## config.mk

```make
export PLATFORM = sky130hd
export DESIGN_NAME = uart_lock_sequencer
export DESIGN_NICKNAME = d
export VERILOG_FILES = /design/src/rtl/uart_lock_sequencer.sv
export SDC_FILE = /design/constraint.sdc
export NUM_CORES = 1
export LEC_CHECK = 0
export CAP_MARGIN = 15
export CORE_MARGIN = 10
export CORE_UTILIZATION = 40
export CTS_CLUSTER_DIAMETER = 200
export DETAILED_ROUTE_END_ITERATION = 12
export PLACE_DENSITY = 0.65
export SLEW_MARGIN = 10
export SYNTH_ARGS = -nofsm -noshare
export SYNTH_HDL_FRONTEND = slang
export SYNTH_SLANG_ARGS = --single-unit
```

## constraint.sdc

```tcl
create_clock -name clk -period 2.3 [get_ports clk]
set_clock_uncertainty 0.15 [all_clocks]
set_input_delay 0.46 -clock clk [delete_from_list [all_inputs] [get_ports clk]]
set_output_delay 0.46 -clock clk [all_outputs]
set_load 0.01 [all_outputs]
```

## src/rtl/uart_lock_sequencer.sv

```systemverilog
// uart_lock_sequencer: command/PIN sequencer between the UART receive byte stream and the
// lock actuator. "A" followed by four digits opens the lock if the digits match PIN, and
// "C" closes it. The lock relocks by itself after OPEN_CYCLES. MAX_FAILS consecutive wrong
// attempts put the block into a timed lockout.
// Optional: define UART_LOCK_SEQ_ACK_TX_EN to add a one-byte event acknowledge towards a
// UART transmitter (tx_start / tx_byte / tx_busy).
module uart_lock_sequencer #(
    parameter int unsigned OPEN_CYCLES         = 250000000,
    parameter int unsigned LOCKOUT_CYCLES      = 1500000000,
    parameter int unsigned BYTE_TIMEOUT_CYCLES = 50000000,
    parameter logic [15:0] PIN                 = 16'h1234,
    parameter int unsigned MAX_FAILS           = 3
) (
    input  logic       clk,
    input  logic       rst_n,
    input  logic       cmd_valid,
    input  logic [7:0] cmd_byte,
    output logic       lock_open,
    output logic       locked_out,
    output logic [3:0] fail_cnt,
    output logic       busy
`ifdef UART_LOCK_SEQ_ACK_TX_EN
    ,
    output logic       tx_start,
    output logic [7:0] tx_byte,
    input  logic       tx_busy
`endif
);

    // The timer counts down to zero, so each load is one less than the wanted duration.
    localparam logic [31:0] OpenLoad  = 32'(OPEN_CYCLES - 1);
    localparam logic [31:0] LockLoad  = 32'(LOCKOUT_CYCLES - 1);
    localparam logic [31:0] ByteLoad  = 32'(BYTE_TIMEOUT_CYCLES - 1);
    localparam logic [3:0]  MaxFails  = 4'(MAX_FAILS);

    localparam logic [7:0] ChA = 8'h41;
    localparam logic [7:0] ChC = 8'h43;

    typedef enum logic [1:0] {StIdle, StCollect, StOpen, StLockout} state_e;

    state_e      state_q, state_d;
    logic [31:0] timer_q, timer_d;
    logic [1:0]  idx_q, idx_d;
    logic [15:0] pin_buf_q, pin_buf_d;
    logic [3:0]  fail_cnt_q, fail_cnt_d;
    logic        lock_open_q, lock_open_d;
    logic        locked_out_q, locked_out_d;
    logic        busy_q, busy_d;

    logic        is_digit;
    logic [15:0] pin_next;
    logic [3:0]  fail_inc;
    logic        pin_ok;
    logic        wrong_attempt;

    assign is_digit = (cmd_byte >= 8'h30) && (cmd_byte <= 8'h39);
    assign pin_next = {pin_buf_q[11:0], cmd_byte[3:0]};
    assign fail_inc = (fail_cnt_q >= MaxFails) ? MaxFails : fail_cnt_q + 4'd1;

    // Next-state, shared timer, PIN buffer and fail counter.
    always_comb begin
        state_d       = state_q;
        timer_d       = timer_q;
        idx_d         = idx_q;
        pin_buf_d     = pin_buf_q;
        fail_cnt_d    = fail_cnt_q;
        pin_ok        = 1'b0;
        wrong_attempt = 1'b0;

        unique case (state_q)
            StIdle: begin
                if (cmd_valid && cmd_byte == ChA) begin
                    state_d   = StCollect;
                    timer_d   = ByteLoad;
                    idx_d     = 2'd0;
                    pin_buf_d = 16'h0000;
                end
            end
            StCollect: begin
                if (cmd_valid) begin
                    if (is_digit) begin
                        pin_buf_d = pin_next;
                        idx_d     = idx_q + 2'd1;
                        timer_d   = ByteLoad;
                        if (idx_q == 2'd3) begin
                            if (pin_next == PIN) begin
                                pin_ok  = 1'b1;
                                state_d = StOpen;
                                timer_d = OpenLoad;
                            end else begin
                                wrong_attempt = 1'b1;
                            end
                        end
                    end else if (cmd_byte == ChC) begin
                        state_d = StIdle;
                        timer_d = 32'd0;
                    end else if (cmd_byte == ChA) begin
                        idx_d   = 2'd0;
                        timer_d = ByteLoad;
                    end else begin
                        wrong_attempt = 1'b1;
                    end
                end else if (timer_q == 32'd0) begin
                    // Inter-byte timeout: silent abort, partial PIN dropped.
                    state_d = StIdle;
                end else begin
                    timer_d = timer_q - 32'd1;
                end
            end
            StOpen: begin
                // A close byte and expiry on the same cycle collapse into one close.
                if ((cmd_valid && cmd_byte == ChC) || timer_q == 32'd0) begin
                    state_d = StIdle;
                    timer_d = 32'd0;
                end else begin
                    timer_d = timer_q - 32'd1;
                end
            end
            StLockout: begin
                if (timer_q == 32'd0) begin
                    state_d    = StIdle;
                    fail_cnt_d = 4'd0;
                end else begin
                    timer_d = timer_q - 32'd1;
                end
            end
            default: begin
                state_d = StIdle;
                timer_d = 32'd0;
            end
        endcase

        if (pin_ok) begin
            fail_cnt_d = 4'd0;
        end
        if (wrong_attempt) begin
            fail_cnt_d = fail_inc;
            if (fail_inc == MaxFails) begin
                state_d = StLockout;
                timer_d = LockLoad;
            end else begin
                state_d = StIdle;
                timer_d = 32'd0;
            end
        end

        lock_open_d  = (state_d == StOpen);
        locked_out_d = (state_d == StLockout);
        busy_d       = (state_d == StCollect);
    end

    // State and registered outputs.
    always_ff @(posedge clk or negedge rst_n) begin
        if (!rst_n) begin
            state_q      <= StIdle;
            timer_q      <= 32'd0;
            idx_q        <= 2'd0;
            pin_buf_q    <= 16'h0000;
            fail_cnt_q   <= 4'd0;
            lock_open_q  <= 1'b0;
            locked_out_q <= 1'b0;
            busy_q       <= 1'b0;
        end else begin
            state_q      <= state_d;
            timer_q      <= timer_d;
            idx_q        <= idx_d;
            pin_buf_q    <= pin_buf_d;
            fail_cnt_q   <= fail_cnt_d;
            lock_open_q  <= lock_open_d;
            locked_out_q <= locked_out_d;
            busy_q       <= busy_d;
        end
    end

    assign lock_open  = lock_open_q;
    assign locked_out = locked_out_q;
    assign fail_cnt   = fail_cnt_q;
    assign busy       = busy_q;

`ifdef UART_LOCK_SEQ_ACK_TX_EN
    logic       ev_valid;
    logic [7:0] ev_byte;
    logic       pend_q, pend_d;
    logic [7:0] pend_byte_q, pend_byte_d;
    logic       tx_start_q, tx_start_d;
    logic [7:0] tx_byte_q, tx_byte_d;

    // Event selection and the single-entry pending slot; newest event wins.
    always_comb begin
        ev_valid = 1'b0;
        ev_byte  = 8'h00;
        if (pin_ok) begin
            ev_valid = 1'b1;
            ev_byte  = 8'h4B;
        end else if (wrong_attempt) begin
            ev_valid = 1'b1;
            ev_byte  = (state_d == StLockout) ? 8'h4C : 8'h4E;
        end else if (state_q == StOpen && state_d == StIdle) begin
            ev_valid = 1'b1;
            ev_byte  = 8'h58;
        end

        pend_d      = pend_q;
        pend_byte_d = pend_byte_q;
        tx_start_d  = 1'b0;
        tx_byte_d   = tx_byte_q;
        if (pend_q && !tx_busy) begin
            tx_start_d = 1'b1;
            tx_byte_d  = pend_byte_q;
            pend_d     = 1'b0;
        end
        if (ev_valid) begin
            pend_d      = 1'b1;
            pend_byte_d = ev_byte;
        end
    end

    // Acknowledge registers.
    always_ff @(posedge clk or negedge rst_n) begin
        if (!rst_n) begin
            pend_q      <= 1'b0;
            pend_byte_q <= 8'h00;
            tx_start_q  <= 1'b0;
            tx_byte_q   <= 8'h00;
        end else begin
            pend_q      <= pend_d;
            pend_byte_q <= pend_byte_d;
            tx_start_q  <= tx_start_d;
            tx_byte_q   <= tx_byte_d;
        end
    end

    assign tx_start = tx_start_q;
    assign tx_byte  = tx_byte_q;
`endif

endmodule

```

== Word level (Yosys, flattened, before mapping) ==
Index checks and enable logic that the tools add are counted.
Cells by class
  reduce and logical (&&, ||, !) cells: 13
  add/sub/neg operators: 3
  equality and inequality tests: 18
  $lt $le $gt $ge: 3
  multiplexer cells: 50
Operator list (count)
  $mux 32: 8
  $pmux 32 s4: 1
  $mux 28: 2
  $mux 12: 3
  $logic_not 32->1: 1
  $sub 32x1->32 const B: 1
  $mux 31: 1
  $mux 2: 15
  $pmux 12 s2: 1
  $mux 4: 5
  $eq 16x13->1 const B: 1
  $eq 8x7->1 const B: 2
  $mux 1: 12
  $eq 2x2->1 const B: 5
  $ne 3x3->1 const B: 3
  $ge 8x6->1 const B: 1
  $le 8x6->1 const B: 1
  $pmux 2 s4: 1
  $ne 2x2->1 const B: 3
  $ne 6x6->1 const B: 1
  $reduce_bool 3->1: 2
  $reduce_and 5->1: 1
  $add 4x1->4 const B: 1
  $eq 2x1->1 const B: 2
  10 further kinds: 13
Word-level totals
  input port bits: 11
  register bits after elaboration: 55
  output and inout bits: 7

== Depth between registers and ports, before layout ==
Gate-level depths: netlist of run 1.
  depth in word-level cells: 8
  depth in mapped cells: 8
  mapped depth without buffers: 8

== Worst setup path after synthesis of run 1 ==
OpenSTA, ideal clock, no wires.
  path type: input to register
  from: in cmd_byte[1]
  to: reg timer_q[19]
  data arrival time: 2182 ps
  setup slack: -158 ps
  cell stages on the path: 7
  cells stage by stage: buf_6 > or4_4 > nor4_1 > a31o_2 > o31ai_1 > a221oi_1 > nand2_1
Between the ends
  word-level cells in the longest chain between the ends: 8
  elaborated cells between the ends (all ways): 27
  classes of those cells: order compare: 2; eq/ne: 5; mux: 15; reduce/logical: 5
RTL lines
  start: declaration: RTL line 17  | input logic [7:0] cmd_byte,
  parallel branches: the longest is 8 deep, another holds $ge 8x6->1
  end signal: assignment: RTL line 165  | timer_q <= timer_d;
  end: declaration: RTL line 42  | logic [31:0] timer_q, timer_d;
Parallel ways; which one is timed is not known.
A chain may end at the register's enable or synchronous reset.

== Final worst setup path of run 1 ==
  from: reg pin_buf_q[10]
  to: reg timer_q[5]
Between the ends
  word-level cells in the longest chain between the ends: 8
  elaborated cells between the ends (all ways): 10
  classes of those cells: eq/ne: 3; mux: 6; reduce/logical: 1
RTL lines
  start: declaration: RTL line 44  | logic [15:0] pin_buf_q, pin_buf_d;
  start signal: assignment: RTL line 167  | pin_buf_q <= pin_buf_d;
  $eq 16x13->1 (*): RTL line 86  | if (pin_next == PIN) begin
  $mux 1 (*): RTL line 86
  $mux 1 (*): RTL line 85  | if (idx_q == 2'd3) begin
  $mux 1 (*): RTL line 81  | if (is_digit) begin
  $mux 1 (*): RTL line 80  | if (cmd_valid) begin
  $mux 1 (*): RTL line 70  | unique case (state_q)
  $ne 6x6->1 (no source line) or $ne 3x3->1 (tied branches)
  $reduce_and 2->1 (no source line)
Every way passes the cells marked *; elsewhere a longest branch is shown, timed or not.

==> results of run 1 <==
-- Yosys cell counts, types with 3 or more instances --
| cell type | count |
|---|---|
| sky130_fd_sc_hd__nor2b_1 | 4 |
| sky130_fd_sc_hd__a21oi_1 | 22 |
| sky130_fd_sc_hd__buf_2 | 6 |
| sky130_fd_sc_hd__dfrtp_1 | 55 |
| sky130_fd_sc_hd__o221ai_1 | 3 |
| sky130_fd_sc_hd__o21ai_1 | 9 |
| sky130_fd_sc_hd__nand2_1 | 28 |
| sky130_fd_sc_hd__a22o_1 | 13 |
| sky130_fd_sc_hd__nor2_1 | 28 |
| sky130_fd_sc_hd__a31o_2 | 4 |
| sky130_fd_sc_hd__nor4_2 | 3 |
| sky130_fd_sc_hd__o31ai_1 | 6 |
| sky130_fd_sc_hd__nand2b_1 | 4 |
| sky130_fd_sc_hd__or3_1 | 9 |
| sky130_fd_sc_hd__buf_6 | 3 |
| sky130_fd_sc_hd__nor3_1 | 23 |
| sky130_fd_sc_hd__o21ai_0 | 22 |
| sky130_fd_sc_hd__a31oi_1 | 4 |
| sky130_fd_sc_hd__a211oi_1 | 8 |
| sky130_fd_sc_hd__xor2_1 | 4 |
| sky130_fd_sc_hd__a21o_1 | 3 |
| sky130_fd_sc_hd__and2_1 | 4 |
| sky130_fd_sc_hd__o22ai_1 | 3 |
| sky130_fd_sc_hd__or2_2 | 4 |
| sky130_fd_sc_hd__o211ai_1 | 9 |
| sky130_fd_sc_hd__nor4_1 | 10 |
| sky130_fd_sc_hd__a211o_1 | 3 |
| sky130_fd_sc_hd__nand4_1 | 6 |
| sky130_fd_sc_hd__clkbuf_1 | 9 |
| sky130_fd_sc_hd__and3_1 | 4 |
| sky130_fd_sc_hd__ha_1 | 4 |
| sky130_fd_sc_hd__inv_1 | 9 |
| sky130_fd_sc_hd__nand3_1 | 13 |
-- critical path, cell delays in order (launching register included) --
cell	delay (ns)
sky130_fd_sc_hd__dfrtp_1	0.41
sky130_fd_sc_hd__or4b_4	0.58
sky130_fd_sc_hd__o41ai_4	0.46
sky130_fd_sc_hd__a211oi_4	0.22
sky130_fd_sc_hd__nor2_4	0.22
sky130_fd_sc_hd__buf_12	0.14
sky130_fd_sc_hd__buf_6	0.10
sky130_fd_sc_hd__a21oi_4	0.07
sky130_fd_sc_hd__o211ai_1	0.09
-- cell usage in the layout, fill, tap and decap left out, drive strengths merged, types with 9 or more instances in the layout --
cell type,n
a211oi,9
nor2,30
a21oi,23
or3,9
nor4,15
nand2,30
a22o,13
o21ai,32
dfrtp,55
nor3,25
buf,174
o211ai,10
nand3,13
inv,11
-- per-stage QoR --
stage | TNS [ns] | setup slack [ns] | utilization | cell area [um^2] | instances
6_report | -4.92 | -0.221 | 0.677 | 5820 | 675
2_1_floorplan | -0.0593 | -0.0255 | - | 3550 | 384
5_1_grt | -7.64 | -0.292 | 0.677 | 5820 | 675
4_1_cts | -3.23 | -0.150 | 0.628 | 5390 | 660
3_3_place_gp | -27.85 | -0.697 | 0.569 | 4890 | 638
3_5_place_dp | -30.43 | -0.717 | 0.569 | 4890 | 638
-- flip-flops by register name (all words and copies together) (netlist names) --
signal and flops:
timer_q 32, pin_buf_q 12, fail_cnt 4, idx_q 2, state_q 2, busy 1, lock_open 1, locked_out 1
-- cell type report --
| cell class | instances | area (um^2) |
|---|---|---|
| clock buffers | 5 | 68.8 |
| multi-input cells | 303 | 2550 |
| flip-flops and latches | 55 | 1380 |
| repair buffers | 192 | 1620 |
| clock inverters | 3 | 26.3 |
| inverters | 9 | 33.8 |
| fillers | 628 | 2780 |
| well taps | 108 | 135 |
-- layer usage --
layer,track usage,vias to the layer above
li1,-,1847
met1,0.251,1990
met2,0.313,227
met3,0.0336,57
met4,0.0728,0
met5,0,-
-- path summary, 6_finish.rpt --
path                                      end  slack (ns)
worst max-delay path               timer_q[5]       -0.22
worst min-delay path             pin_buf_q[3]        0.31
worst max register to register     timer_q[5]       -0.22
worst min register to register  pin_buf_q[10]        0.38
max in group asynchronous         timer_q[24]        0.93
min in group asynchronous         timer_q[18]        0.45
-- cell families after synthesis --
kind of cell,share of synthesized area
buf+inv,0.0376
flops,0.394
simple gates,0.269
fa+ha+maj,0.0143
compound gates,0.275
xor+xnor,0.0100
-- power breakdown --
part	total [uW]	switching, uW	leakage (uW)	internal, uW
Clock	601	375	0.0000491	226
Sequential	1510	233	0.000705	1280
Combinational	4490	2310	0.00184	2180
-- what timing repair did --
item                                    4_1_cts  5_1_grt
hold buffers                                  1        0
endpoints found under the setup margin       55       54
cloned                                        1        2
setup buffers                                12       15
hold endpoints to repair                     15        0
pin swaps                                    49       43
resized for setup                            75       73
==> impl_summary.log, run 1 <==
[metrics] outcome: complete, but fails checks
[metrics] violations in the final reports: negative setup slack
[metrics] global-route usage over all layers: 0.193
[metrics] starting density of the core: 0.407
[metrics] Worst-path clk slew: 0.13 ns
[metrics] average wire per standard cell: 20.7 um
[metrics] clock insertion delay at the later pin of the skew report: 0.33 ns
[metrics] CORE AREA: 0.00859 mm^2
[metrics] setup repair after global routing missed its margin: true
[metrics] TritonCTS clock tree: done
[metrics] number of antenna violations at the first check in global routing: 0
[metrics] first-pass iteration count of the detailed router: 5
[metrics] biggest fanout along the worst timing path: 8
[metrics] wl on met1: 5700 um
[metrics] number of synthesized register bits: 55
[metrics] total number of vias: 4121
[metrics] depth of the CTS H-tree: 2
[metrics] DRC errors left: 0
[metrics] count of input and output buffers: 17
[metrics] worst min-delay path class: in -> reg
[metrics] post-route minimum period: 2.52 ns
[metrics] CTS root buf: sky130_fd_sc_hd__clkbuf_8
[metrics] cell types with the largest area share after synthesis: sky130_fd_sc_hd__dfrtp_1 39%, sky130_fd_sc_hd__nor3_1 3.3%, sky130_fd_sc_hd__a22o_1 3.3%
[metrics] Post-Syn Area per Cell: 9.10 um^2
[metrics] Top-Level Pins: 18
[metrics] number of global-route vias before repair: 3955
[metrics] worst slew slack as a fraction of its limit: 0.537
[metrics] transition time at the pin with the least slew margin: 0.693 ns
[metrics] Iter 0 DRT Violations: 308
[metrics] distinct cell type count after synthesis: 68
[metrics] maximum number of pins on one net before global-route repair: 41
[metrics] IR drop worst, VDD: 0.594 mV
[metrics] origin of the critical flop-to-flop path: pin_buf_q[10]
[metrics] hold wc startpoint: cmd_byte[3]
[metrics] global-route wire length before repair: 20400 um
[metrics] Final GP Congestion: 0.996
[metrics] Post-Route WL: 13900 um
[metrics] maximum clock rate: 397 MHz
[metrics] FFs w/ async S/R, synth: 1.00
[metrics] startpoint kind of the worst setup timing path: register
[metrics] total count of hold-check failures in the final report: 0
[metrics] nets@finish: 581
[metrics] worst endpoint data arrival time: 2.61 ns
[metrics] total power per unit cell area: 1130 mW/mm^2
[metrics] final count of pins violating max slew: 0
[metrics] total standard cell area after synthesis: 0.00349 mm^2
[metrics] Area Overhead vs Synth: 66.5%
[metrics] floorplan die height: 113 um
[metrics] post-route worst hold slack: 0.309 ns
[metrics] Reg2Reg Depth: 8
[metrics] Worst Slack Setup Final: -0.221 ns
[metrics] CP startpoint: pin_buf_q[10]
[metrics] biggest area consumer among synthesized cells: sky130_fd_sc_hd__dfrtp_1
[metrics] final worst-path cycle share: 1.10
[metrics] fraction of final layout cells sized beyond drive strength 1: 0.506
[metrics] number of cells on the worst hold path: 2
[metrics] number of buffers inserted during clock tree synthesis: 5
[metrics] PnR Total Power: 6600 uW
[metrics] total nets after synthesis: 399
[metrics] final setup fails: 37
[metrics] CP Class: reg -> reg
[metrics] maximum clock insertion buffer count: 2
[metrics] synth warn: 0
[metrics] met3 wire length: 1090 um
[metrics] maxcap violations: 0
[metrics] Worst Setup End Kind: register
[metrics] average via count per standard cell: 6.11
[metrics] synthesized netlist cell count: 384
[metrics] met2 WL post-DR: 6480 um
[metrics] data required time of the critical path: 2.39 ns
[metrics] chip width: 113 um
[metrics] dpl hpwl: 9330 um
[metrics] DR top layer: met4
[metrics] sequential area share after synthesis: 0.394
[metrics] number of flops mapped to enable cells by yosys: 0
[metrics] FP Rows: 34
[metrics] most used flip-flop cell after synthesis: sky130_fd_sc_hd__dfrtp_1
[metrics] remaining antenna violation count after routing: 0
[metrics] total congestion overflow after global routing: 0
[metrics] reported leakage power: 0.00259 uW
[metrics] share of Yosys cell area claimed by the top area cell type: 0.394
[metrics] area of the die: 0.0129 mm^2
[metrics] total clock sinks: 55
[metrics] antenna diode instance count: 0
Power figures use the tool's default switching activity.
==> inputs of run 2 (changes only) <==
SETUP_SLACK_MARGIN = 0.3   (was default)
==> impl_summary.log, run 2 (synthesis gave the netlist of run 1 again) <==
[metrics] outcome: complete, but fails checks
[metrics] violations in the final reports: negative setup slack
[metrics] TritonCTS clock tree: done
[metrics] Reg2Reg Depth: 7 (-1)
[metrics] CORE AREA: 0.00859 mm^2 (unchanged)
[metrics] number of gates on the worst path with buffers counted: 7 (-1)
[metrics] number of cells on the worst hold path: 2 (unchanged)
[metrics] number of global-route vias before repair: 3927 (-0.71%)
[metrics] CP Class: reg -> reg
[metrics] transition time at the pin with the least slew margin: 0.555 ns (-0.138 ns)
[metrics] chip width: 113 um (unchanged)
[metrics] starting density of the core: 0.407 (unchanged)
[metrics] Worst Setup End Kind: register
[metrics] crit path cell chain: ha_1 > o41ai_4 > a211oi_4 > nor2_4 > buf_6 > a221oi_1 > nand2_1
[metrics] biggest fanout along the worst timing path: 6 (-2)
[metrics] Post-Route WL: 13800 um (-1.1%)
[metrics] CP startpoint: idx_q[0]
[metrics] combined buffer and inverter count along the critical path: 1 (-1)
[metrics] clock insertion delay at the later pin of the skew report: 0.32 ns (about the same)
[metrics] CTS root buf: sky130_fd_sc_hd__clkbuf_8
[metrics] number of buffers inserted during clock tree synthesis: 5 (unchanged)
[metrics] number of fill cells: 616 (-1.9%)
[metrics] worst slew slack as a fraction of its limit: 0.629 (+0.0919)
[metrics] first-pass iteration count of the detailed router: 6 (+1)
[metrics] data required time of the critical path: 2.35 ns (-0.04 ns)
[metrics] maximum number of pins on one net before global-route repair: 34 (-17%)
[metrics] FP Rows: 34 (unchanged)
[metrics] most frequent cells in the layout: 131 x sky130_fd_sc_hd__buf_4, 53 x sky130_fd_sc_hd__dfrtp_1, 26 x sky130_fd_sc_hd__buf_6
[metrics] startpoint kind of the worst setup timing path: register
[metrics] fraction of final layout cells sized beyond drive strength 1: 0.514 (+0.00822)
[metrics] Final GP Congestion: 0.918 (-7.9%)
[metrics] setup repair after global routing missed its margin: true
[metrics] number of antenna violations at the first check in global routing: 0 (unchanged)
[metrics] most common cell after layout, fill and taps aside: sky130_fd_sc_hd__buf_4
[metrics] floorplan die height: 113 um (unchanged)
[metrics] worst reg-to-reg setup slack: -0.25 ns (-0.03 ns)
[metrics] maxcap violations: 0 (unchanged)
[metrics] reported leakage power: 0.00253 uW (-2.4%)
[metrics] Largest register FFs: 32 (unchanged)
[metrics] Top-Level Pins: 18 (unchanged)
[metrics] depth of the CTS H-tree: 2 (unchanged)
[metrics] count of input and output buffers: 17 (unchanged)
[metrics] maximum cell stage delay along the critical path: 0.54 ns (-0.04 ns)
[metrics] total congestion overflow after global routing: 0 (unchanged)
[metrics] average wire per standard cell: 20.8 um (+0.58%)
[metrics] worst endpoint data arrival time: 2.61 ns (about the same)
[metrics] total area of multi-input combinational cells: 0.00258 mm^2 (+1.3%)
[metrics] area of the die: 0.0129 mm^2 (unchanged)
[metrics] total clock sinks: 55 (unchanged)
[metrics] final core occ: 0.672 (-0.00539)
[metrics] Area Overhead vs Synth: 65.2%
[metrics] worst min-delay path class: in -> reg
[metrics] post-route minimum period: 2.55 ns (+0.0329 ns)
[metrics] area taken by flip-flops and latches: 0.00138 mm^2 (unchanged)
[metrics] kind of cell adding the most delay to the critical path: compound AO/OA/AOI/OAI gates
[metrics] average via count per standard cell: 6.25 (+2.3%)
[metrics] final count of pins violating max slew: 0 (unchanged)
[metrics] post-route worst hold slack: 0.335 ns (+0.0261 ns)
[metrics] end of the worst register-to-register path: timer_q[19]
[metrics] global-route usage over all layers: 0.196 (+0.00287)
[metrics] Worst-path clk slew: 0.11 ns (-0.02 ns)
[metrics] post-placement setup slack: -0.716 ns (+0.000927 ns)
[metrics] DRC errors left: 0 (unchanged)
[metrics] Iter 0 DRT Violations: 395 (+28%)
[metrics] remaining antenna violation count after routing: 0 (unchanged)
[metrics] Worst Slack Setup Final: -0.254 ns (-0.0329 ns)
[metrics] global-route wire length before repair: 20600 um (+0.81%)
[metrics] IR drop worst, VDD: 0.511 mV (-14%)
[metrics] maximum clock insertion buffer count: 2 (unchanged)
[metrics] total number of vias: 4148 (+0.66%)
[metrics] nets@finish: 570 (-1.9%)
[metrics] final worst-path cycle share: 1.11 (+0.0143)
[metrics] register name with the most flops: timer_q
[metrics] final setup fails: 32 (-14%)
[metrics] antenna diode instance count: 0 (unchanged)
[metrics] origin of the critical flop-to-flop path: idx_q[0]
[metrics] total count of hold-check failures in the final report: 0 (unchanged)
[metrics] end point of the critical path: timer_q[19]
[metrics] PnR Total Power: 6510 uW (-1.4%)
[metrics] maximum clock rate: 392 MHz (-1.3%)
[metrics] slowest stage cell, crit path: sky130_fd_sc_hd__a211oi_4
[metrics] dpl hpwl: 8650 um (-7.3%)
[metrics] total power per unit cell area: 1130 mW/mm^2 (-0.56%)
-- run 2: area by class of cell --
class | count | share of cell area
clock inverter | 3 | 0.00455
inverter | 9 | 0.00585
tap | 108 | 0.0234
sequential | 55 | 0.239
multi-input combinational | 304 | 0.448
timing repair buffer | 180 | 0.268
clock buffer | 5 | 0.0119
-- run 2: per-stage QoR --
stage,cell area (um^2),TNS (ns),cells
final,5770,-4.31,664
after global routing,5770,-6.78,664
after CTS,5380,-3.39,647
after detailed placement,4810,-26.53,613
after global placement,4810,-23.80,613
after floorplan,3700,-0.0297,384
-- run 2: layer usage --
metal / routed length [um] / global-route usage
met3: 954 / 0.0341
met2: 6440 / 0.314
met1: 5570 / 0.245
met5: 0 / 0
met4: 834 / 0.110
-- run 2: worst min-delay path by stage --
stage                             from            to
after floorplan                  rst_n          busy
after global placement           rst_n   timer_q[16]
after detailed placement         rst_n   timer_q[10]
after CTS                 pin_buf_q[8]  pin_buf_q[8]
after global routing       cmd_byte[2]  pin_buf_q[2]
final                      cmd_byte[2]  pin_buf_q[2]
-- run 2: power breakdown --
part / internal, uW / leakage [uW] / total, uW / switching, uW
Clock: 225 / 0.0000491 / 586 / 360
Combinational: 2130 / 0.00178 / 4360 / 2240
Sequential: 1280 / 0.000705 / 1560 / 281
-- run 2: repair_timing --
action | 4_1_cts | 5_1_grt
gates resized for setup | 85 | 64
endpoints found under the setup margin | 55 | 56
hold endpoints to repair | 22 | 0
setup buffers | 20 | 17
cloned | 5 | 0
pin swaps | 37 | 48
hold buffers | 1 | 0
